### config.mk
export PLATFORM = sky130hd
export DESIGN_NAME = stream_mux
export DESIGN_NICKNAME = d
export VERILOG_FILES = /design/src/rtl/stream_mux.sv
export SDC_FILE = /design/constraint.sdc
export NUM_CORES = 1
export LEC_CHECK = 0
export BUFFER_PORTS_ARGS = -buffer_cell sky130_fd_sc_hd__buf_2
export CAP_MARGIN = 20
export CELL_PAD_IN_SITES_DETAIL_PLACEMENT = 1
export CELL_PAD_IN_SITES_GLOBAL_PLACEMENT = 1
export CORE_UTILIZATION = 26
export DETAILED_ROUTE_END_ITERATION = 16
export GPL_TIMING_DRIVEN = 0
export PLACE_DENSITY = 0.78
export SYNTH_ARGS = -nofsm -noshare
export SYNTH_HDL_FRONTEND = slang
export SYNTH_SLANG_ARGS = --single-unit
### constraint.sdc
create_clock -name clk -period 2 [get_ports clk]
set_clock_uncertainty 0.15 [all_clocks]
set_input_delay 0.4 -clock clk [delete_from_list [all_inputs] [get_ports clk]]
set_output_delay 0.4 -clock clk [all_outputs]
set_load 0.01 [all_outputs]
### src/rtl/stream_mux.sv
// stream_mux: CH-input to 1-output stream multiplexer with a one-deep
// registered output stage. Arbitration is round-robin (mode=0) or a fixed
// channel select (mode=1). Optional packet locking is enabled with the
// STREAM_MUX_LOCK_EN macro, which adds in_last/out_last and holds the grant
// on a channel until the beat flagged with in_last goes through.
module stream_mux #(
  parameter int N  = 8,
  parameter int CH = 4,
  localparam int CW = (CH > 1) ? $clog2(CH) : 1
) (
  input  logic             clk,
  input  logic             reset,
  input  logic             mode,
  input  logic [CW-1:0]    sel,
  input  logic [CH-1:0]    in_valid,
  input  logic [CH*N-1:0]  in_data,
`ifdef STREAM_MUX_LOCK_EN
  input  logic [CH-1:0]    in_last,
  output logic             out_last,
`endif
  output logic [CH-1:0]    in_ready,
  output logic             out_valid,
  output logic [N-1:0]     out_data,
  output logic [CW-1:0]    out_ch,
  input  logic             out_ready
);

  logic [CH-1:0][N-1:0] din;
  logic [CW-1:0]        last;
  logic [CW-1:0]        rr_g, g;
  logic                 rr_v, fx_v, gv;
  logic                 load, xfer;

  assign din  = in_data;
  assign load = ~out_valid | out_ready;

  // round-robin: scan downward from the farthest candidate so the nearest
  // valid channel after `last` is the one left standing
  always_comb begin
    logic [CW:0]   sum;
    logic [CW-1:0] idx;
    rr_g = '0;
    rr_v = 1'b0;
    sum  = '0;
    idx  = '0;
    for (int k = CH; k >= 1; k--) begin
      sum = {1'b0, last} + (CW+1)'(k);
      idx = (sum >= (CW+1)'(CH)) ? CW'(sum - (CW+1)'(CH)) : CW'(sum);
      if (in_valid[idx]) begin
        rr_g = idx;
        rr_v = 1'b1;
      end
    end
  end

  // fixed select: out-of-range sel values never grant
  assign fx_v = ({1'b0, sel} < (CW+1)'(CH)) & in_valid[sel];

`ifdef STREAM_MUX_LOCK_EN
  logic locked;
`endif

  // grant selection; an open packet overrides both arbitration modes
  always_comb begin
    g  = rr_g;
    gv = rr_v;
    if (mode) begin
      g  = sel;
      gv = fx_v;
    end
`ifdef STREAM_MUX_LOCK_EN
    // last always holds the locked channel since it tracks every transfer
    if (locked) begin
      g  = last;
      gv = in_valid[last];
    end
`endif
  end

  assign xfer = load & gv & ~reset;

  // one-hot ready toward the granted channel only
  always_comb begin
    in_ready = '0;
    if (xfer) in_ready[g] = 1'b1;
  end

  // output register and arbitration pointer
  always_ff @(posedge clk or posedge reset) begin
    if (reset) begin
      out_valid <= 1'b0;
      out_data  <= '0;
      out_ch    <= '0;
      last      <= CW'(CH-1);
    end else if (xfer) begin
      out_valid <= 1'b1;
      out_data  <= din[g];
      out_ch    <= g;
      last      <= g;
    end else if (load) begin
      out_valid <= 1'b0;
    end
  end

`ifdef STREAM_MUX_LOCK_EN
  // packet lock: a beat without in_last keeps the grant on its channel
  always_ff @(posedge clk or posedge reset) begin
    if (reset) begin
      locked   <= 1'b0;
      out_last <= 1'b0;
    end else if (xfer) begin
      locked   <= ~in_last[g];
      out_last <= in_last[g];
    end
  end
`endif

endmodule

== Yosys cells after proc, flatten, opt, wreduce, memory -nomap -nowiden ==
Cells that the tools add are included.

* Flip-flop bits (word level): 13
* Bits of input ports: 42
* Output and inout port bits: 15
* Word-level logic and storage cells: 61

* $add $sub $neg: 8
* Order comparisons: 11
* Mux-type cells: 31
* Bitwise logic cells: 5
* Reduce and logical (&&, ||, !) cells: 2

{| class="wikitable"
|+ Operators by type and width
! operator !! count
|-
| < comparator 2 x 3 -> 1 bit, second input constant || 6
|-
| 2-to-1 mux 2 bit || 9
|-
| binary-select mux 8 bit (select 2 bit) || 1
|-
| 2-to-1 mux 1 bit || 13
|-
| greater-or-equal comparator 3 bit, second input constant || 4
|-
| binary-select mux 1 bit (select 2 bit) || 5
|-
| 2-to-1 mux 8 bit || 1
|-
| subtractor 2 x 1 -> 2 bit, second input constant || 4
|-
| adder 2 x 2 -> 3 bit, second input constant || 2
|-
| 2-to-1 mux 4 bit || 1
|-
| adder 2 x 1 -> 3 bit, second input constant || 1
|-
| adder 2 x 3 -> 3 bit, second input constant || 1
|-
| bitwise AND 1 bit || 2
|-
| demux 1 bit (select 2 bit) || 1
|-
| greater-or-equal comparator 2 x 1 -> 1 bit, second input constant || 1
|-
| NOT 1 bit || 2
|-
| nonzero test 2 bit || 1
|-
| logical AND 1 bit || 1
|-
| OR 1 bit || 1
|}

== Depth between registers and ports, before layout ==
Gate-level depths: netlist of run 1.

* Depth after elaboration: 15
* Gate-level depth with buffers: 8
* Mapped depth without buffers: 6

== Worst setup path before layout of run 1 ==
Ideal clock, no wire load.

* Path kind: reg2out
* Start point: register last[1]
* End point: output port in_ready[3]
* Data arrival time: 1614 ps
* Required time: 1450 ps
* Slack: -164 ps
* Stages on the path, launching flop included: 9
* Buffers on the path: 2
* Cells stage by stage: dfstp_2 -> nand2b_1 -> a21oi_1 -> o41ai_2 -> a31o_1 -> buf_6 -> buf_12 -> inv_2 -> nor2_1

* Longest elaborated chain between the ends: 15
* Elaborated cells on any way between the ends: 42
* Classes of those cells: add/sub (8); order compare (6); mux (25); bitwise (2); reduce/logical (1)

{| class="wikitable"
|+ Ends and longest elaborated chain
! what !! line !! RTL
|-
| start: declaration || 29 || <nowiki>logic [CW-1:0] last;</nowiki>
|-
| start signal: assignment || 94 || <nowiki>last <= CW'(CH-1);</nowiki>
|-
| start signal: assignment || 99 || <nowiki>last <= g;</nowiki>
|-
| adder 2 x 3 -> 3 bit || 47 || <nowiki>sum = {1'b0, last} + (CW+1)'(k);</nowiki>
|-
| greater-or-equal comparator 3 bit or subtractor 2 x 1 -> 2 bit (tied branches) || 48 || <nowiki>idx = (sum >= (CW+1)'(CH)) ? CW'(sum - (CW+1)'(CH)) : CW'(sum);</nowiki>
|-
| 2-to-1 mux 2 bit || 48 ||
|-
| binary-select mux 1 bit (select 2 bit) || 49 || <nowiki>if (in_valid[idx]) begin</nowiki>
|-
| 2-to-1 mux 1 bit (implied by the code) || 49 ||
|-
| 2-to-1 mux 2 bit (4 in a row) || 49 ||
|-
| 2-to-1 mux 2 bit || 67 || <nowiki>if (mode) begin</nowiki>
|-
| < comparator 2 x 3 -> 1 bit (implied by the code) or greater-or-equal comparator 2 x 1 -> 1 bit (tied branches) || 85 || <nowiki>if (xfer) in_ready[g] = 1'b1;</nowiki>
|-
| logical AND 1 bit (implied by the code) || 85 ||
|-
| 2-to-1 mux 1 bit (implied by the code) || 85 ||
|-
| demux 1 bit (select 2 bit) || 85 ||
|-
| 2-to-1 mux 4 bit (*) || 85 ||
|-
| end: declaration || 21 || <nowiki>output logic [CH-1:0] in_ready,</nowiki>
|}

Every way passes the cells marked *; elsewhere a longest branch is shown, timed or not. The select of a mux whose other input is x is not followed.

== Worst setup path in the final report of run 1 ==
* Start point: register last[1]
* End point: output port in_ready[0]

Same word-level chain as after synthesis.

==> results.cfg, run 1 <==
[critical_path]
critPathMaxStageDelay_ns = 0.58
critPathTopFamily = flip-flops
cp.arrival_ns = 1.90
cp_cell_sequence = nand2_1 > a21o_1 > a211oi_4 > nand3b_1 > buf_6 > nor2_1 > buf_2
crit_buf_inv = 2
critical_path_required_ns = 1.45
end_kind = output pin
r2r_setup_slack_ns = -0.15
path_class = reg -> out
cpMaxStageDelayCell = dfstp_2
crit_fanout = 4
start_kind = flop

[timing]
rsz0062_at_grt = true
worstMarginPinSlew_ns = 0.503
setup_violations = 12
slew_viol_final = 0
min_period_ns = 2.45
max_slew_margin = 0.664
hold_slack_ns = -0.00522
hold_violations = 6
max_freq_ghz = 0.408
finalCritPeriodShare = 1.22
tns_ns = -2.71
setup_ws_ns = -0.449

[cts]
ctsHtreeMaxLevel = 1
clockBufferDepth = 2
tritoncts.num_buffers = 3
cts_root_buf = clkbuf_4
clk-insertion-delay-late_ns = 0.28
cts_tree = done
clk_pin_slew_ns = 0.09
cts_num_sinks = 13

[final_layout]
multiInputGateArea_um2 = 573
utilization = 0.456
register_area_um2 = 328
final_layout_size_suffix_gt1_frac = 0.546
areaGrowthSynthToFinish_pct = 60.7
diodes = 0
final_nets = 206
fill_cells = 396

[grt]
grt_pass1_wl_mm = 4.89
grt_busiest_layer = met2
use_met3 = 0.0405
met1_usage = 0.226
grt_pass1_vias = 1012
overflow = 0
antenna_found_initial = 0
grt_max_degree = 14
gr-usage-met2 = 0.317
track_usage = 0.186

[synthesis]
synth.distinct_cells = 25
avgSynthCellArea_um2 = 9.62
synth_edf_count = 0
synth_cells = 93
synth.top_cell.area_share = 0.308
synthTopCellsByCount = 18 x mux2i_1, 14 x nand2_1, 11 x dfrtp_1, 8 x o221ai_1, 7 x nor2_1
ys.flop_type = dfrtp_1
synth.most_common_cell = mux2i_1
yosys_warnings = 0
ys_ff_latch = 13
yosys.area.top_type = dfrtp_1
synth_area_um2 = 895
async_reset_ff_frac = 1.00
syn_nets = 135
ys_top_cells_by_area = dfrtp_1 31%, mux2i_1 20%, o221ai_1 7.8%
ys_seq_area_frac = 0.366

[power_and_ir_drop]
clkPwrFrac = 0.155
netSwitchingPower_uw = 412
p_sw_frac = 0.374
peakVddDrop_uv = 268
power.density_mw_per_mm2 = 765
combPwrFrac = 0.491
p_leak_nw = 0.735
intPower_uw = 689
p_seq_frac = 0.354

[drt]
routed_wl_mm = 3.29
drt-pass1-iter-count = 4
viasPerCell = 4.94
wl_per_cell_um = 15.9
drc_errors = 0
ant_nets = 0
vias = 1023
drtIter0Drc = 32

[placement]
dpl.hpwl_mm = 2.40
numPortBuffers = 56
place.gp.congestion = 0.725

[floorplan]
die_w_um = 60.7
die_y_um = 60.7
io_pins = 57
rows = 20
start_util = 0.284
core_mm2 = 0.00315
die_area_mm2 = 0.00368

[outcome]
violations = hold timing, setup timing
status = finished with violations

[flow_run]
maxCapViolCount = 0

[hold_path]
holdCritPathClass = in -> async
power by group through the flow:
stage / sequential (mW) / clock [mW] / combinational [mW]
after floorplan: 0.418 / 0 / 0.247
after global placement: 0.389 / 0 / 0.432
after detailed placement: 0.396 / 0 / 0.454
after CTS: 0.391 / 0.176 / 0.525
after global routing: 0.399 / 0.194 / 0.588
final: 0.390 / 0.170 / 0.540
flip-flops by register name, summed over array words and instances, names as in the netlist:
name,flops
out_valid,1
out_ch,2
last,2
out_data,8
cell usage in the layout (no fill, tap or decap), drive strengths merged:
master,netlist,routed
a21oi,4,4
o21ai,5,5
o2bb2ai,1,1
a31o,1,1
a211oi,2,2
nor2b,2,2
a21o,1,1
mux2i,18,18
nor4,1,1
nand2b,2,2
o41ai,1,1
nand3b,1,1
inv,5,5
mux4,1,1
nor2,7,7
dfrtp,11,11
clkbuf,0,3
a21boi,2,2
buf,4,70
nand2,14,14
o221ai,8,8
clkinv,0,1
dfstp,2,2
cell type report:
cell class | instances | share of cell area
buffer | 4 | 0.0331
clock buffer | 3 | 0.0157
clock inverter | 1 | 0.00348
inverter | 5 | 0.0183
multi-input combinational | 71 | 0.399
sequential | 13 | 0.228
tap | 44 | 0.0383
timing repair buffer | 66 | 0.265
layer usage:
layer / up-vias / wire (um)
met5: - / 0
met4: 0 / 22
met3: 2 / 230
li1: 482 / -
met2: 41 / 1780
met1: 498 / 1260
cells by family (layout without fill, tap and decap cells):
family          Yosys count  after routing  synth area share
mux                      19             19             0.227
simple gates             27             27             0.131
buf+inv                   9             79            0.0671
flops                    13             13             0.366
compound gates           25             25             0.208
path summary, 6_finish.rpt:
path	from	to	depth (start not counted)
hold / removal	reset	out_valid$_DFFE_PP0P_	2
setup reg to reg	last[1]$_DFFE_PP1P_	out_data[7]$_DFFE_PP0P_	9
setup / recovery	last[1]$_DFFE_PP1P_	in_ready[0]	7
hold reg to reg	out_data[0]$_DFFE_PP0P_	out_data[0]$_DFFE_PP0P_	2
max in group asynchronous	reset	last[0]$_DFFE_PP1P_	2
min in group clk	out_ready	out_valid$_DFFE_PP0P_	3
metrics by stage:
step	setup WS, ns	instance area [um^2]	total power [mW]	cells	hold slack (ns)
2_1_floorplan	-0.0730	928	0.665	93	0.126
3_3_place_gp	-0.382	1260	0.822	193	0.313
3_5_place_dp	-0.460	1260	0.850	193	0.321
4_1_cts	-0.458	1410	1.09	205	0.0119
5_1_grt	-0.562	1440	1.18	207	0.0120
6_report	-0.449	1440	1.10	207	-0.00522
worst register-to-register path, stage by stage, from the launching register on:
cell	delay [ns]
dfstp_2	0.58
nand2b_4	0.14
a21oi_2	0.05
o41ai_2	0.21
a31o_1	0.17
buf_6	0.11
buf_4	0.11
buf_12	0.13
mux2i_2	0.23
o221ai_1	0.13
what timing repair did:
action | CTS | global route
buffers inserted | 8 | 2
hold buffers | 0 | 0
setup endpoints to repair | 16 | 16
pin swaps | 8 | 1
gates resized for setup | 12 | 7
No activity file was read; power rests on OpenSTA's default activity.
==> run 2: changes to the inputs <==
- CORE_MARGIN: unset -> 8
==> results.cfg, run 2 (synthesis results as in run 1) <==
[critical_path]
critical_path_required_ns = 1.45
cp.arrival_ns = 1.85
r2r-end = out_data[6]$_DFFE_PP0P_
crit_fanout = 6
r2r-start = last[1]$_DFFE_PP1P_
r2r_setup_slack_ns = -0.22
start_kind = flop
end_kind = output pin
reg2reg_depth = 10
path_class = reg -> out

[power_and_ir_drop]
p_sw_frac = 0.373
netSwitchingPower_uw = 425
combPwrFrac = 0.507
intPower_uw = 713
power.density_mw_per_mm2 = 766
peakVddDrop_uv = 362
p_leak_nw = 0.743
p_seq_frac = 0.343
clkPwrFrac = 0.150

[timing]
rsz0062_at_grt = true
min_period_ns = 2.40
max_slew_margin = 0.642
slew_viol_final = 0
hold_slack_ns = 0.0113
finalCritPeriodShare = 1.20
tns_ns = -2.73
setup_violations = 12
hold_violations = 0
max_freq_ghz = 0.417
setup_ws_ns = -0.395
worstMarginPinSlew_ns = 0.536

[final_layout]
mostFrequentLayoutCells = 55 x buf_2, 14 x mux2i_1, 13 x nand2_1
top_regs = out_data x8, last x2, out_ch x2
diodes = 0
final_nets = 209
final_layout_size_suffix_gt1_frac = 0.578
largest_reg_flops = 8
top_register = out_data
utilization = 0.449
fill_cells = 427
final_common_cell = buf_2
areaGrowthSynthToFinish_pct = 66.0

[cts]
cts_tree = done
cts_num_sinks = 13
ctsHtreeMaxLevel = 1
tritoncts.num_buffers = 3
clk-insertion-delay-late_ns = 0.28
clk_pin_slew_ns = 0.09
cts_root_buf = clkbuf_4
clockBufferDepth = 2

[grt]
grt_pass1_wl_mm = 5.98
antenna_found_initial = 0
track_usage = 0.137
grt_pass1_vias = 1243
overflow = 0
grt_max_degree = 14

[outcome]
violations = setup timing
status = finished with violations

[drt]
routed_wl_mm = 3.88
vias = 1053
ant_nets = 0
viasPerCell = 4.97
drtIter0Drc = 37
drc_errors = 0
wl_per_cell_um = 18.3
drt-pass1-iter-count = 4

[placement]
dpl.hpwl_mm = 2.84
numPortBuffers = 56
place.gp.congestion = 0.786

[floorplan]
die_area_mm2 = 0.00557
die_y_um = 74.7
rows = 21
io_pins = 57
core_mm2 = 0.00331
start_util = 0.270
die_w_um = 74.7

[flow_run]
maxCapViolCount = 0

[hold_path]
holdCritPathClass = in -> async
## run 2: area by class of cell
class	instances	area [um^2]	share of cell area
inverter	5	26.3	0.0177
sequential	13	328	0.221
multi-input combinational	71	589	0.397
buffer	4	47.5	0.0320
tap	46	57.6	0.0388
clock buffer	4	26.3	0.0177
timing repair buffer	69	410	0.276
## run 2: worst max-delay path, cell delays in order (launching register included)
cell and delay [ns]:
dfstp_2 0.57, nand2b_4 0.14, a21oi_2 0.05, o41ai_2 0.21, a31o_1 0.15, buf_6 0.11, buf_12 0.12, inv_8 0.04
nor2_4 0.07, buf_6 0.10
## run 2: routing by layer
metal | wire length (um) | GRT usage | up-vias
li1 | - | - | 489
met1 | 1460 | 0.150 | 517
met2 | 2090 | 0.256 | 37
met3 | 212 | 0.0226 | 10
met4 | 114 | 0.0522 | 0
met5 | 0 | 0 | -
## run 2: worst max path at each step
| stage | slack (ns) | end | from | depth (start not counted) |
|---|---|---|---|---|
| 2_1_floorplan | -0.07 | in_ready[1] | last[1]$_DFFE_PP1P_ | 8 |
| 3_3_place_gp | -0.31 | in_ready[2] | last[1]$_DFFE_PP1P_ | 6 |
| 3_5_place_dp | -0.44 | in_ready[2] | in_valid[0] | 7 |
| 4_1_cts | -0.40 | in_ready[2] | last[1]$_DFFE_PP1P_ | 7 |
| 5_1_grt | -0.48 | in_ready[1] | last[1]$_DFFE_PP1P_ | 9 |
| 6_report | -0.40 | in_ready[1] | last[1]$_DFFE_PP1P_ | 9 |
## run 2: repair_timing
| item | 4_1_cts | 5_1_grt |
|---|---|---|
| pin swaps | 8 | 10 |
| hold buffers | 0 | 0 |
| setup buffers | 10 | 3 |
| gates resized for setup | 13 | 10 |
| endpoints found under the setup margin | 14 | 16 |
## run 2: power groups by stage
stage	Sequential (mW)	Combinational, mW	Clock [mW]
after floorplan	0.418	0.247	0
after global placement	0.387	0.441	0
after detailed placement	0.391	0.459	0
after CTS	0.390	0.532	0.175
after global routing	0.404	0.629	0.191
final	0.391	0.577	0.170
## run 2: through the flow
step / instances / total power [mW] / area (um^2) / worst slack (ns)
after global routing: 212 / 1.22 / 1490 / -0.477
after global placement: 195 / 0.828 / 1270 / -0.311
after CTS: 209 / 1.10 / 1430 / -0.404
after floorplan: 93 / 0.665 / 928 / -0.0730
final: 212 / 1.14 / 1490 / -0.395
after detailed placement: 195 / 0.851 / 1270 / -0.436
